[src/rtl/bus_slave_if_pkg.sv]
// Shared bus definitions for slave-side responders: polarity constants, bus widths
// and the responder state encoding.
package bus_slave_if_pkg;

    localparam logic READ     = 1'b1;
    localparam logic WRITE    = 1'b0;
    localparam logic ENABLE_  = 1'b0;
    localparam logic DISABLE_ = 1'b1;

    localparam int WordAddrBus    = 30;
    localparam int WordDataBus    = 32;
    localparam int BusSlvStateBus = 2;

    typedef enum logic [BusSlvStateBus-1:0] {
        BUS_SLV_STATE_IDLE  = 2'd0,
        BUS_SLV_STATE_WAIT  = 2'd1,
        BUS_SLV_STATE_DEV   = 2'd2,
        BUS_SLV_STATE_READY = 2'd3
    } bus_slv_state_e;

    // A master access targets this slave only when both active-low strobes are low.
    function automatic logic bus_select(input logic cs_n, input logic as_n);
        return (cs_n == ENABLE_) && (as_n == ENABLE_);
    endfunction

endpackage

[src/rtl/bus_slv_downcnt.sv]
// Loadable 8-bit down-counter with a zero flag; load wins over decrement and the
// count holds at zero instead of wrapping.
module bus_slv_downcnt (
    input  logic       clk,
    input  logic       reset,
    input  logic       load,
    input  logic [7:0] load_val,
    input  logic       dec,
    output logic [7:0] cnt,
    output logic       zero
);

    always_ff @(posedge clk) begin
        if (reset) begin
            cnt <= 8'd0;
        end else if (load) begin
            cnt <= load_val;
        end else if (dec && (cnt != 8'd0)) begin
            cnt <= cnt - 8'd1;
        end
    end

    assign zero = (cnt == 8'd0);

endmodule

[src/rtl/bus_slave_if.sv]
// Bus-side responder for one slave device: latches a selected access, inserts wait
// states, handshakes with the device, then returns a one-cycle ready with read data.
// Optional device-ack timeout is enabled with `define BUS_SLAVE_TIMEOUT_EN.
module bus_slave_if
    import bus_slave_if_pkg::*;
#(
    parameter int ADDR_W      = WordAddrBus,
    parameter int DATA_W      = WordDataBus,
    parameter int WAIT_CYCLES = 1,
    parameter int TIMEOUT     = 255
) (
    input  logic              clk,
    input  logic              reset,
    input  logic              cs_,
    input  logic              as_,
    input  logic              rw,
    input  logic [ADDR_W-1:0] addr,
    input  logic [DATA_W-1:0] wr_data,
    output logic [DATA_W-1:0] rd_data,
    output logic              rdy_,
    output logic              dev_req,
    output logic              dev_rw,
    output logic [ADDR_W-1:0] dev_addr,
    output logic [DATA_W-1:0] dev_wr_data,
    input  logic [DATA_W-1:0] dev_rd_data,
    input  logic              dev_ack,
    output logic              err
);

    localparam logic [7:0] WAIT_VAL    = 8'(WAIT_CYCLES);
    localparam logic [7:0] TIMEOUT_VAL = 8'(TIMEOUT);

    bus_slv_state_e    state;
    logic [DATA_W-1:0] rd_buf;

    logic       accept;
    logic       wait_load;
    logic       wait_dec;
    logic       wait_done;
    logic       dev_enter;
    logic [7:0] wait_cnt;
    logic       wait_zero;
    logic       to_expired;

    // Requests arriving outside IDLE are protocol violations and simply never accepted.
    assign accept    = (state == BUS_SLV_STATE_IDLE) && bus_select(cs_, as_);
    assign wait_load = accept && (WAIT_VAL != 8'd0);
    assign wait_dec  = (state == BUS_SLV_STATE_WAIT);
    assign wait_done = wait_dec && ((wait_cnt == 8'd1) || wait_zero);
    assign dev_enter = (accept && (WAIT_VAL == 8'd0)) || wait_done;

    bus_slv_downcnt u_wait_cnt (
        .clk      (clk),
        .reset    (reset),
        .load     (wait_load),
        .load_val (WAIT_VAL),
        .dec      (wait_dec),
        .cnt      (wait_cnt),
        .zero     (wait_zero)
    );

`ifdef BUS_SLAVE_TIMEOUT_EN
    logic [7:0] to_cnt;
    logic       to_zero;
    logic       to_dec;

    // Expiry is judged only on cycles without dev_ack, so a same-cycle ack completes normally.
    assign to_dec     = (state == BUS_SLV_STATE_DEV) && !dev_ack;
    assign to_expired = to_dec && ((to_cnt == 8'd1) || to_zero);

    bus_slv_downcnt u_timeout_cnt (
        .clk      (clk),
        .reset    (reset),
        .load     (dev_enter),
        .load_val (TIMEOUT_VAL),
        .dec      (to_dec),
        .cnt      (to_cnt),
        .zero     (to_zero)
    );

    always_ff @(posedge clk) begin
        if (reset) begin
            err <= 1'b0;
        end else begin
            err <= to_expired;
        end
    end
`else
    logic unused_timeout;
    assign unused_timeout = ^TIMEOUT_VAL;
    assign to_expired     = 1'b0;
    assign err            = 1'b0;
`endif

    always_ff @(posedge clk) begin
        if (reset) begin
            state       <= BUS_SLV_STATE_IDLE;
            rdy_        <= DISABLE_;
            dev_req     <= 1'b0;
            dev_rw      <= READ;
            dev_addr    <= '0;
            dev_wr_data <= '0;
            rd_buf      <= '0;
        end else begin
            rdy_ <= DISABLE_;
            case (state)
                BUS_SLV_STATE_IDLE: begin
                    if (accept) begin
                        dev_rw      <= rw;
                        dev_addr    <= addr;
                        dev_wr_data <= wr_data;
                        dev_req     <= dev_enter;
                        state       <= dev_enter ? BUS_SLV_STATE_DEV : BUS_SLV_STATE_WAIT;
                    end
                end
                BUS_SLV_STATE_WAIT: begin
                    if (wait_done) begin
                        dev_req <= 1'b1;
                        state   <= BUS_SLV_STATE_DEV;
                    end
                end
                BUS_SLV_STATE_DEV: begin
                    if (dev_ack) begin
                        if (dev_rw == READ) begin
                            rd_buf <= dev_rd_data;
                        end
                        dev_req <= 1'b0;
                        rdy_    <= ENABLE_;
                        state   <= BUS_SLV_STATE_READY;
                    end else if (to_expired) begin
                        rd_buf  <= '0;
                        dev_req <= 1'b0;
                        rdy_    <= ENABLE_;
                        state   <= BUS_SLV_STATE_READY;
                    end
                end
                BUS_SLV_STATE_READY: begin
                    dev_rw      <= READ;
                    dev_addr    <= '0;
                    dev_wr_data <= '0;
                    state       <= BUS_SLV_STATE_IDLE;
                end
                default: begin
                    state <= BUS_SLV_STATE_IDLE;
                end
            endcase
        end
    end

    // Zero outside READY lets several slaves share an OR-combined read bus.
    assign rd_data = ((state == BUS_SLV_STATE_READY) && (dev_rw == READ)) ? rd_buf : '0;

endmodule

[config.mk]
export PLATFORM = sky130hd
export DESIGN_NAME = bus_slave_if
export DESIGN_NICKNAME = d
export VERILOG_FILES = /design/src/rtl/bus_slave_if_pkg.sv /design/src/rtl/bus_slv_downcnt.sv /design/src/rtl/bus_slave_if.sv
export SDC_FILE = /design/constraint.sdc
export NUM_CORES = 1
export LEC_CHECK = 0
export BUFFER_PORTS_ARGS = -buffer_cell sky130_fd_sc_hd__clkbuf_2
export CAP_MARGIN = 20
export CORE_MARGIN = 2
export CORE_UTILIZATION = 42
export CTS_CLUSTER_DIAMETER = 120
export DETAILED_ROUTE_END_ITERATION = 8
export HOLD_SLACK_MARGIN = 0.03
export PLACE_DENSITY = 0.76
export SLEW_MARGIN = 25
export SYNTH_ARGS = -nofsm -noshare
export SYNTH_HDL_FRONTEND = slang
export SYNTH_HIERARCHICAL = 1
export SYNTH_SLANG_ARGS = --single-unit
[constraint.sdc]
create_clock -name clk -period 2.1 [get_ports clk]
set_input_delay 0.105 -clock clk [delete_from_list [all_inputs] [get_ports clk]]
set_output_delay 0.105 -clock clk [all_outputs]
set_load 0.01 [all_outputs]
# Yosys cells after proc, flatten, opt, wreduce, memory -nomap -nowiden

Cells that the tools add are included.

Flip-flop bits (word level): 107
Output and inout port bits: 98
Logic and storage cells: 57
Bits of input ports: 100

Mux-type cells: 19
Bitwise gates (word level): 3
$add $sub $neg: 1
Eq/ne operators: 7
Reductions and logical operators: 18

Operator list:

| operator              | count |
|---|---|
| $mux W32              | 2 |
| $pmux W32 S2          | 1 |
| $pmux W30 S2          | 1 |
| $mux W30              | 1 |
| $eq A8 B1 Y1 const B  | 1 |
| $logic_not A8 Y1      | 1 |
| $mux W2               | 4 |
| $pmux W2 S4           | 1 |
| $reduce_bool A8 Y1    | 1 |
| $sub A8 B1 Y8 const B | 1 |
| $mux W1               | 7 |
| $ne A2 B2 Y1 const B  | 3 |
| $reduce_and A3 Y1     | 2 |
| $logic_and A1 B1 Y1   | 5 |
| $eq A2 B2 Y1 const B  | 2 |
| $reduce_and A4 Y1     | 1 |
| $reduce_bool A2 Y1    | 2 |
| $reduce_or A2 Y1      | 2 |
| $not A1 Y1            | 3 |
| $pmux W1 S3           | 1 |
| $reduce_bool A3 Y1    | 1 |
| $eq A2 B1 Y1 const B  | 1 |
| $logic_not A2 Y1      | 1 |
| $pmux W1 S2           | 1 |
| other kinds (2)       | 2 |

# Longest topological paths before layout

Depth in word-level cells: 6
Depth in mapped cells: 8
Mapped depth without buffers: 8

# By module

The synthesis kept the hierarchy.

Modules (own cells, without submodules):

| module          | times used | area each (um^2) | cells an instance | sequential area each (um^2) |
|---|---|---|---|---|
| bus_slave_if    | 1          | 3,723.6          | 426               | 1,981.9 |
| bus_slv_downcnt | 1          | 515.5            | 59                | 160.2 |

# Least setup slack after synthesis

Ideal clock, no wire load.

Path kind: register -> register
From: register state[0]
To: register u_wait_cnt.cnt[1]
Library setup time: 134 ps
Setup slack: 149 ps
Required time: 1,966 ps
Stages on the path, launching flop included: 9
Arrival time: 1,817 ps
Period minus slack after synthesis: 1,951 ps
Path buffers: 1
Cell sequence: dfxtp_1 inv_1 ha_1 or3b_4 inv_2 clkbuf_1 clkinv_1 nand4b_1 o211ai_1

Word-level cells in the longest chain between the ends: 3
Elaborated cells on any way between the ends: 5
Those cells by class: eq/ne (1); reduce/logical (4)

RTL lines:

| element                    | line                  | RTL |
|---|---|---|
| start, declared            | bus_slave_if.sv:33    | `bus_slv_state_e state;` |
| start signal, assigned     | bus_slave_if.sv:113   | `state <= dev_enter ? BUS_SLV_STATE_DEV : BUS_SLV_STATE_WAIT;` |
| $logic_not A2 Y1           | bus_slave_if.sv:46    | `assign accept = (state == BUS_SLV_STATE_IDLE) && bus_select(cs_, as_);` |
| $logic_and A1 B1 Y1        | bus_slave_if.sv:46    |  |
| via accept                 | bus_slave_if.sv:36    | `logic accept;` |
| $reduce_or A2 Y1 (no line) | -                     |  |
| end signal, assigned       | bus_slv_downcnt.sv:17 | `cnt <= load_val;` |
| end signal, assigned       | bus_slv_downcnt.sv:19 | `cnt <= cnt - 8'd1;` |
| end, declared              | bus_slv_downcnt.sv:9  | `output logic [7:0] cnt,` |

The timed path passes the listed nets, and every way through them passes these cells.
A chain may end at the register's enable or synchronous reset.

# Final worst setup path

From: register state[1]
To: register u_wait_cnt.cnt[7]

Elaborated cells on any way between the ends: 5
Those cells by class: eq/ne (1); reduce/logical (4)

RTL lines:

| element             | line                  | RTL |
|---|---|---|
| $eq A2 B1 Y1        | bus_slave_if.sv:48    | `assign wait_dec = (state == BUS_SLV_STATE_WAIT);` |
| via wait_dec        | bus_slave_if.sv:38    | `logic wait_dec;` |
| $logic_and A1 B1 Y1 | bus_slv_downcnt.sv:18 | `end else if (dec && (cnt != 8'd0)) begin` |

The timed path passes the listed nets, and every way through them passes these cells.

==> flow_summary.json <==
{
  "numPortBuffers": 196,
  "final.fill_count": 734,
  "status": "finished clean",
  "crit_type": "flop to flop",
  "dieHeight_um": 104,
  "yosys_warnings": 6,
  "worstSkewPairLatency_ps": 360,
  "syn_avg_cell_area_um2": 8.74,
  "routabilityCongestion": 0.859,
  "synthXorXnorAreaFrac_pct": 0.620,
  "finalHoldViolations": 0,
  "reg2reg_slack_ps": 100,
  "grt_pass1_vias": 4689,
  "required_ps": 2370,
  "start_util_pct": 43.4,
  "ios": 198,
  "synth-seq-cells": 107,
  "grt_pass1_wl_mm": 21.8,
  "synth-simple-area-share_pct": 22.0,
  "nNetsFinal": 871,
  "cts_sinks": 107,
  "die_x_um": 104,
  "rsz0062_at_grt": "no",
  "ys_types": 44,
  "multiInputGateArea_um2": 1910,
  "num_antenna_cells": 0,
  "min_period_ps": 2000,
  "ir_drop_uv": 486,
  "clock_skew_ps": 7.46,
  "report.final.slew_viol_count": 0,
  "design_area_um2": 6450,
  "core_um2": 9770,
  "cts.path.max_buffers": 2,
  "cts_setup_buffers": 0,
  "grt_overflow": 0,
  "worst_pin_slew_ps": 653,
  "holdCritPathClass": "input pin to flop",
  "synth_compound_area_share_pct": 18.9,
  "drt-total-wl_mm": 13.6,
  "cts_buffers": 9,
  "via_per_inst": 5.16,
  "dp_hpwl_mm": 7.65,
  "antenna_found_initial": 0,
  "holdWs_ps": 220,
  "cts_root_buffer": "clkbuf_8",
  "grt.total_usage_pct": 24.5,
  "critPathMaxFanout": 4,
  "num_vias": 4643,
  "area_delta_synth_final_pct": 52.2,
  "synthAdderAreaFrac_pct": 2.07,
  "worst_ep_arrival_time_ps": 2260,
  "path_clk_slew_ps": 90,
  "powerDensity_nw_per_um2": 828,
  "layout-drive-gt1-share_pct": 30.4,
  "wl_per_cell_um": 15.1,
  "htree_levels": 3,
  "end_kind": "flop",
  "synthMuxAreaShare_pct": 0.472,
  "placed_cell_area_um2": 5330,
  "drc": 0,
  "ys_seq_area_share_pct": 50.5,
  "fmax_mhz": 500,
  "cts_tree": "built",
  "startpoint_type": "flop",
  "grt_max_degree": 67,
  "min_period_over_period_pct": 95.2,
  "finalSetupTns_ps": 0,
  "die-area_um2": 10900,
  "first_pass_iters": 5,
  "drt_iter0_markers": 246,
  "leakage_nw": 2.96,
  "fp-row-count": 36,
  "detail-route-antenna-nets": 0,
  "slew_headroom_pct": 56.4,
  "register_area_um2": 2140,
  "synthCells": 485,
  "synth_area_um2": 4240,
  "max-cap-violations": 0,
  "synth_top_family_by_area": "simple AND/OR/NAND/NOR gates",
  "finalSetupViolations": 0
}
sequential cells by signal (all words and copies together) (netlist names):
register / flops
dev_addr: 30
dev_req: 1
dev_rw: 1
dev_wr_data: 32
rd_buf: 32
rdy_: 1
state: 2
u_wait_cnt/cnt: 8
layout make-up:
class	count	share of cell area [%]
Sequential cell	107	33.2
Timing Repair Buffer	301	31.6
Multi-Input combinational cell	335	29.6
Tap cell	133	2.58
Clock buffer	10	2.13
Inverter	10	0.621
Clock inverter	3	0.272
synthesized netlist by cell type, drive strengths merged:
master | instances | area (um2)
or4 | 6 | 51.3
mux2i | 2 | 20.0
clkinv | 1 | 3.75
nor4 | 2 | 12.5
xnor2 | 3 | 26.3
nand2 | 66 | 248
nor3b | 3 | 22.5
o31ai | 3 | 22.5
a211oi | 2 | 20.0
a21o | 1 | 7.51
nand3b | 1 | 7.51
buf | 17 | 101
clkbuf | 23 | 86.3
nand4b | 1 | 8.76
o21a | 1 | 7.51
dfxtp | 107 | 2140
a21oi | 39 | 199
nor2 | 71 | 274
nor4b | 1 | 8.76
a22oi | 62 | 465
inv | 9 | 33.8
or4b | 1 | 10.0
or3b | 2 | 20.0
a311oi | 2 | 17.5
nand3 | 1 | 5.00
o41ai | 1 | 27.5
conb | 2 | 7.51
and3 | 33 | 206
or3 | 3 | 21.3
o21ai | 5 | 25.0
ha | 7 | 87.6
o211ai | 1 | 7.51
nor3 | 2 | 10.0
nand2b | 4 | 25.0
routing by layer:
layer | global-route usage (%) | part of all wire [%] | wire, um | up-vias
met5 | 0 | 0 | 0 | -
met4 | 15.0 | 5.0 | 676 | 0
met3 | 6.58 | 7.8 | 1060 | 63
met2 | 41.7 | 49 | 6660 | 246
met1 | 27.2 | 38 | 5170 | 2116
li1 | - | - | - | 2218
repair_timing:
action                                  CTS  global route
hold endpoints to repair                 96             0
gates resized for setup                   0             3
hold buffers                             96             0
endpoints found under the setup margin    0            36
critical path, cell delays in order (launching register included):
cell      delay (ps)
dfxtp_1          350
inv_1            120
ha_1             290
or3b_2           490
nor3_1           250
mux2i_1          130
a211oi_1         270
cells by family after synthesis:
logic type,Yosys count
xor+xnor,3
simple gates,197
mux,2
other cells,2
buf+inv,50
fa+ha+maj,7
compound gates,117
flops,107
cells in the final DEF, fill, tap and decap left out, drive strengths merged:
| cell type | count |
|---|---|
| nor2 | 71 |
| o31ai | 3 |
| o21a | 1 |
| nor4b | 1 |
| or4 | 6 |
| nor4 | 2 |
| o21ai | 5 |
| xnor2 | 3 |
| a311oi | 2 |
| nand2b | 4 |
| or4b | 1 |
| nand3 | 1 |
| clkbuf | 205 |
| nor3 | 2 |
| clkinv | 3 |
| inv | 9 |
| nand2 | 66 |
| a22oi | 62 |
| nand4b | 1 |
| ha | 7 |
| mux2i | 2 |
| clkinvlp | 1 |
| dfxtp | 107 |
| or3b | 2 |
| and3 | 33 |
| dlygate4sd3 | 96 |
| nor3b | 3 |
| nand3b | 1 |
| or3 | 3 |
| a211oi | 2 |
| a21o | 1 |
| o41ai | 1 |
| conb | 9 |
| buf | 10 |
| a21oi | 39 |
| o211ai | 1 |
stage by stage:
step / utilization (%) / worst slack, ps / instances / total power, W
detailed placement: 54.5 / 130 / 790 / 0.00409
finish: 66.0 / 101 / 899 / 0.00534
floorplan: - / 149 / 492 / 0.00360
CTS: 65.9 / 112 / 899 / 0.00532
global route: 66.0 / 9.49 / 899 / 0.00566
global placement: 54.5 / 179 / 790 / 0.00402
power breakdown:
group          total (W)  internal, W  switching, W
Clock            0.00109     0.000441      0.000653
Combinational    0.00176     0.000808      0.000951
Sequential       0.00249      0.00229      0.000195
Total            0.00534      0.00354       0.00180
worst paths after layout:
| kind | from | cells after the start | end |
|---|---|---|---|
| max | state[1]$_SDFFE_PP0P_ | 6 | u_wait_cnt/cnt[7]$_SDFFE_PP0P_ |
| min reg2reg | rd_buf[4]$_SDFFE_PP0P_ | 2 | rd_buf[4]$_SDFFE_PP0P_ |
| max reg2reg | state[1]$_SDFFE_PP0P_ | 6 | u_wait_cnt/cnt[7]$_SDFFE_PP0P_ |
| min | cs_ | 4 | dev_rw$_SDFFE_PP1P_ |
Power figures use the tool's default switching activity.
